## src/rtl/mem_access_seq.sv

```systemverilog
`default_nettype none
// ============================================================================
//  Module   : mem_access_seq
//  Purpose  : Multi-cycle SRAM access sequencer for the SLC-3 datapath.
//             It accepts a single read or write request from the ISDU and
//             drives the active-low SRAM strobes, the MDR input select and
//             load, and the MDR tri-state enable. A one-cycle Done pulse
//             replaces fixed wait states in the ISDU.
//  Revision : 1.0  initial release
// ============================================================================
module mem_access_seq #(
   parameter int WAIT_STATES = 2
) (
   input  logic Clk,
   input  logic Reset,
   input  logic Req_Read,
   input  logic Req_Write,
   output logic Done,
   output logic Busy,
   output logic Mem_CE,
   output logic Mem_UB,
   output logic Mem_LB,
   output logic Mem_OE,
   output logic Mem_WE,
   output logic MDR_Sel,
   output logic LD_MDR_Mem,
   output logic Data_Drive
);

   // Counter must hold WAIT_STATES; keep at least one bit when it is zero.
   localparam int CNT_W = (WAIT_STATES < 1) ? 1 : $clog2(WAIT_STATES + 1);
   localparam logic [CNT_W-1:0] CNT_LOAD = CNT_W'(WAIT_STATES);

   typedef enum logic [2:0] {
      IDLE     = 3'd0,
      RD_WAIT  = 3'd1,
      RD_LATCH = 3'd2,
      WR_SETUP = 3'd3,
      WR_PULSE = 3'd4,
      WR_HOLD  = 3'd5,
      DONE     = 3'd6
   } state_t;

   // All outputs live in one registered bundle so they switch glitch-free
   // together with the state register.
   typedef struct packed {
      logic done;
      logic busy;
      logic ce_n;
      logic oe_n;
      logic we_n;
      logic mdr_sel;
      logic ld_mdr;
      logic drive;
   } strobes_t;

   state_t           state;
   state_t           state_nxt;
   logic [CNT_W-1:0] count;
   logic [CNT_W-1:0] count_nxt;
   strobes_t         strb;

   // Output decode for a given state. Reads own the bus through OE only,
   // writes through Data_Drive only, so the two never overlap.
   function automatic strobes_t decode(input state_t s);
      strobes_t o;
      o.done    = 1'b0;
      o.busy    = (s != IDLE);
      o.ce_n    = 1'b1;
      o.oe_n    = 1'b1;
      o.we_n    = 1'b1;
      o.mdr_sel = 1'b0;
      o.ld_mdr  = 1'b0;
      o.drive   = 1'b0;
      case (s)
         RD_WAIT: begin
            o.ce_n    = 1'b0;
            o.oe_n    = 1'b0;
            o.mdr_sel = 1'b1;
         end
         RD_LATCH: begin
            o.ce_n    = 1'b0;
            o.oe_n    = 1'b0;
            o.mdr_sel = 1'b1;
            o.ld_mdr  = 1'b1;
         end
         WR_SETUP: begin
            o.ce_n  = 1'b0;
            o.drive = 1'b1;
         end
         WR_PULSE: begin
            o.ce_n  = 1'b0;
            o.drive = 1'b1;
            o.we_n  = 1'b0;
         end
         WR_HOLD: begin
            o.ce_n  = 1'b0;
            o.drive = 1'b1;
         end
         DONE: begin
            o.done = 1'b1;
         end
         default: begin
         end
      endcase
      return o;
   endfunction

   // Next-state and counter logic; requests only matter in IDLE, and write
   // wins when both requests are high.
   always_comb begin
      state_nxt = state;
      count_nxt = count;
      case (state)
         IDLE: begin
            if (Req_Write) begin
               state_nxt = WR_SETUP;
            end else if (Req_Read) begin
               state_nxt = RD_WAIT;
               count_nxt = CNT_LOAD;
            end
         end
         RD_WAIT: begin
            if (count != '0) begin
               count_nxt = count - 1'b1;
            end else begin
               state_nxt = RD_LATCH;
            end
         end
         RD_LATCH: state_nxt = DONE;
         WR_SETUP: begin
            state_nxt = WR_PULSE;
            count_nxt = CNT_LOAD;
         end
         WR_PULSE: begin
            if (count != '0) begin
               count_nxt = count - 1'b1;
            end else begin
               state_nxt = WR_HOLD;
            end
         end
         WR_HOLD: state_nxt = DONE;
         DONE:    state_nxt = IDLE;
         default: state_nxt = IDLE;
      endcase
   end

   // State, counter and registered outputs; reset aborts any access at once.
   always_ff @(posedge Clk) begin
      if (!Reset) begin
         state <= IDLE;
         count <= '0;
         strb  <= decode(IDLE);
      end else begin
         state <= state_nxt;
         count <= count_nxt;
         strb  <= decode(state_nxt);
      end
   end

   assign Done       = strb.done;
   assign Busy       = strb.busy;
   assign Mem_CE     = strb.ce_n;
   assign Mem_UB     = strb.ce_n;
   assign Mem_LB     = strb.ce_n;
   assign Mem_OE     = strb.oe_n;
   assign Mem_WE     = strb.we_n;
   assign MDR_Sel    = strb.mdr_sel;
   assign LD_MDR_Mem = strb.ld_mdr;
   assign Data_Drive = strb.drive;

endmodule
`default_nettype wire

```

## config.mk

```make
export PLATFORM = sky130hd
export DESIGN_NAME = mem_access_seq
export DESIGN_NICKNAME = d
export VERILOG_FILES = /design/src/rtl/mem_access_seq.sv
export SDC_FILE = /design/constraint.sdc
export NUM_CORES = 1
export LEC_CHECK = 0
export ABC_AREA = 1
export CORE_AREA = 3 3 40 42
export DETAILED_ROUTE_END_ITERATION = 10
export DIE_AREA = 0 0 43 45
export DONT_BUFFER_PORTS = 1
export PLACE_DENSITY_LB_ADDON = 0.08
export SLEW_MARGIN = 20
export SYNTH_ARGS = -nofsm -noshare
export SYNTH_HDL_FRONTEND = slang
export SYNTH_SLANG_ARGS = --single-unit
```

## constraint.sdc

```tcl
create_clock -name Clk -period 1.4 [get_ports Clk]
set_input_delay 0.14 -clock Clk [delete_from_list [all_inputs] [get_ports Clk]]
set_output_delay 0.14 -clock Clk [all_outputs]
set_load 0.05 [all_outputs]
```

==> results of run 1 <==
per-stage QoR:
stage               cell area, um^2  hold slack [ps]  utilization (%)  instances
global route                  654.4            5.968            50.93        102
global placement              615.6            239.2            47.91         97
CTS                           651.9            8.259            50.73        102
detailed placement            615.6            244.8            47.91         97
floorplan                     604.3            228.3                -         83
finish                        654.4            21.26            50.93        102
synthesized netlist by cell type (2+ instances only):
| master | number |
|---|---|
| nand2_1 | 24 |
| dfxtp_1 | 13 |
| inv_1 | 12 |
| nor2_1 | 8 |
| nand3_1 | 7 |
| inv_2 | 3 |
| nand3_2 | 3 |
| buf_4 | 2 |
| nand2_2 | 2 |
cell usage in the layout (no fill, tap or decap):
| cell | count |
|---|---|
| inv_2 | 3 |
| nand4_4 | 1 |
| nor2_1 | 8 |
| nand2_2 | 2 |
| nand2_1 | 24 |
| o211ai_1 | 1 |
| dfxtp_1 | 13 |
| nor3_1 | 1 |
| clkbuf_1 | 1 |
| nor2_2 | 1 |
| nand3_2 | 3 |
| o21ai_1 | 1 |
| nand3_1 | 7 |
| buf_4 | 1 |
| dlygate4sd3_1 | 1 |
| a21oi_1 | 1 |
| o22ai_1 | 1 |
| nand4_1 | 1 |
| clkbuf_4 | 3 |
| ha_2 | 1 |
| inv_1 | 12 |
worst min path at each step:
| stage | to | cells past startpoint |
|---|---|---|
| CTS | state[1] | 2 |
| finish | state[1] | 2 |
| floorplan | Mem_OE | 1 |
| global placement | Mem_OE | 1 |
| global route | state[1] | 2 |
| detailed placement | Mem_OE | 1 |
worst reg2reg max path, stage by stage (launching register included):
cell     delay [ps]
dfxtp_1         300
inv_1            80
ha_2            230
nand3_1         150
nand3_2         120
nand2_1         100
nand2_1          90
a21oi_1          60
final cells by class:
type / instances / area share, %
multi-input combinational: 53 / 42.06
sequential: 13 / 39.77
inverter: 15 / 8.604
clock buffer: 4 / 4.015
tap: 15 / 2.868
timing repair buffer: 2 / 2.677
routing by layer:
metal / up-vias / wire (um) / GRT usage (%)
met2: 12 / 450 / 19.16
met1: 197 / 521 / 15.20
met4: 0 / 0 / 1.807
met5: - / 0 / 0
met3: 0 / 61 / 5.578
li1: 269 / - / -
cell families after synthesis:
kind of cell    share of synthesized area [%]
simple gates                            39.13
compound gates                          3.933
buf+inv                                 11.80
fa+ha+maj                               2.070
flops                                   43.06
repair_timing:
item                                    4_1_cts  5_1_grt
endpoints found under the setup margin        0        2
buffers inserted                              0        0
endpoints found under the hold margin         3        0
resized for setup                             0        1
hold buffers                                  1        0
==> impl_metrics.env, run 1 <==
export IMPL_clk_pin_slew_ps=70
export IMPL_antenna_found_initial=0
export IMPL_rsz0062_at_grt="false"
export IMPL_critPathArrivalTime_ps=1400
export IMPL_nets=93
export IMPL_hp_class="input pin to register"
export IMPL_setup_tns_final_ps=0
export IMPL_register_area_um2=260.3
export IMPL_postRouteWirelength_mm=1.033
export IMPL_crit_required_ps=1550
export IMPL_place_congestion=0.7327
export IMPL_fp_dieH_um=45
export IMPL_portBuffers=0
export IMPL_vias=478
export IMPL_crit_path_start="count[0]"
export IMPL_synth_distinct_cells=18
export IMPL_synth_area_top_cells="dfxtp_1 (43%), nand2_1 (15%), inv_1 (7.5%), nand3_1 (5.8%), nand3_2 (5.0%)"
export IMPL_skew_ps=5.090
export IMPL_critPathMaxFanout=4
export IMPL_overflow=0
export IMPL_async_flop_share_pct=0
export IMPL_ios=14
export IMPL_routed_via_density=4.686
export IMPL_cts_tree="built"
export IMPL_place_detailed_hpwl_um=833.1
export IMPL_area_growth_syn_to_layout_pct=8.282
export IMPL_largest_reg_flops=3
export IMPL_grt_max_degree=8
export IMPL_synth_warnings=0
export IMPL_worst_pin_slew_ps=489.4
export IMPL_num_rows=13
export IMPL_syn_nets=88
export IMPL_ys_seq_area_share_pct=43.06
export IMPL_top_regs="state: 3 flops, count: 2 flops"
export IMPL_synth_edf_count=0
export IMPL_critPathKind="register to register"
export IMPL_first_global_vias=435
export IMPL_fmax_mhz=800.6
export IMPL_hold_viol_final=0
export IMPL_critPathTopFamily="simple AND/OR/NAND/NOR gates"
export IMPL_critPathBufInv=1
export IMPL_critPathMostFrequentCell="nand2_1"
export IMPL_cpMaxStageDelayCell="dfxtp_1"
export IMPL_gr_usage_all_layers_pct=11.98
export IMPL_multiInputGateArea_um2=275.3
export IMPL_reg2reg_to="Mem_CE"
export IMPL_post_route_period_util_pct=89.21
export IMPL_drive_above_1_share_pct=17.24
export IMPL_worstPathCellList="inv_1 -> ha_2 -> nand3_1 -> nand3_2 -> nand2_1 -> nand2_1 -> a21oi_1"
export IMPL_cts_buffers=3
export IMPL_maxSlewViolCount=0
export IMPL_setup_viol=0
export IMPL_wl_per_cell_um=10.13
export IMPL_slew_headroom_pct=67.33
export IMPL_min_period_ps=1249
export IMPL_core_area_um2=1285
export IMPL_drv_cap=0
export IMPL_regMostFlops="state"
export IMPL_clock_root_buffer="clkbuf_4"
export IMPL_avgSynthCellArea_um2=7.281
export IMPL_cp_depth=7
export IMPL_die_w_um=43
export IMPL_endpoint_kind="register"
export IMPL_clock_latency_ps=260
export IMPL_firstDrtPassIters=4
export IMPL_start_kind="register"
export IMPL_htreeDepth=1
export IMPL_yosysTopAreaCell="dfxtp_1"
export IMPL_die_area_um2=1935
export IMPL_endpoint="Mem_CE"
export IMPL_synth_top_area_share_pct=43.06
export IMPL_clock_path_buffers=2
export IMPL_rr_startpoint="count[0]"
export IMPL_reg2reg_depth=7
export IMPL_hp_start="Reset"
export IMPL_synth_main_ff_cell="dfxtp_1"
export IMPL_fillCellCount=136
export IMPL_cts_num_sinks=13
export IMPL_status="complete, no violations"
export IMPL_ant_nets=0
export IMPL_n_antenna_cell=0
export IMPL_drtIter0Drc=11
export IMPL_drcViolationCount=0
export IMPL_regToRegSetupSlack_ps=150
export IMPL_ys_ff_latch=13
export IMPL_setup_ws_ps=151.0
export IMPL_synth_cells=83
export IMPL_grt_first_pass_wirelength_mm=1.745
export IMPL_slowest_delay_ps=300
export IMPL_place_ws_ps=130.4
export IMPL_syn_area_um2=604.3
export IMPL_start_util_pct=47.03
Power of run 1 is left out: the tool's default activity adds up to more than one toggle a clock period on the data nets, which glitch-free logic cannot reach.
==> run 2, diff against run 1 <==
Settings changed: SLEW_MARGIN 20 to 25.
==> results of run 2 <==
Final layout, timing and power as in run 1 (identical DEF).
Power of run 2 is left out for the same reason.
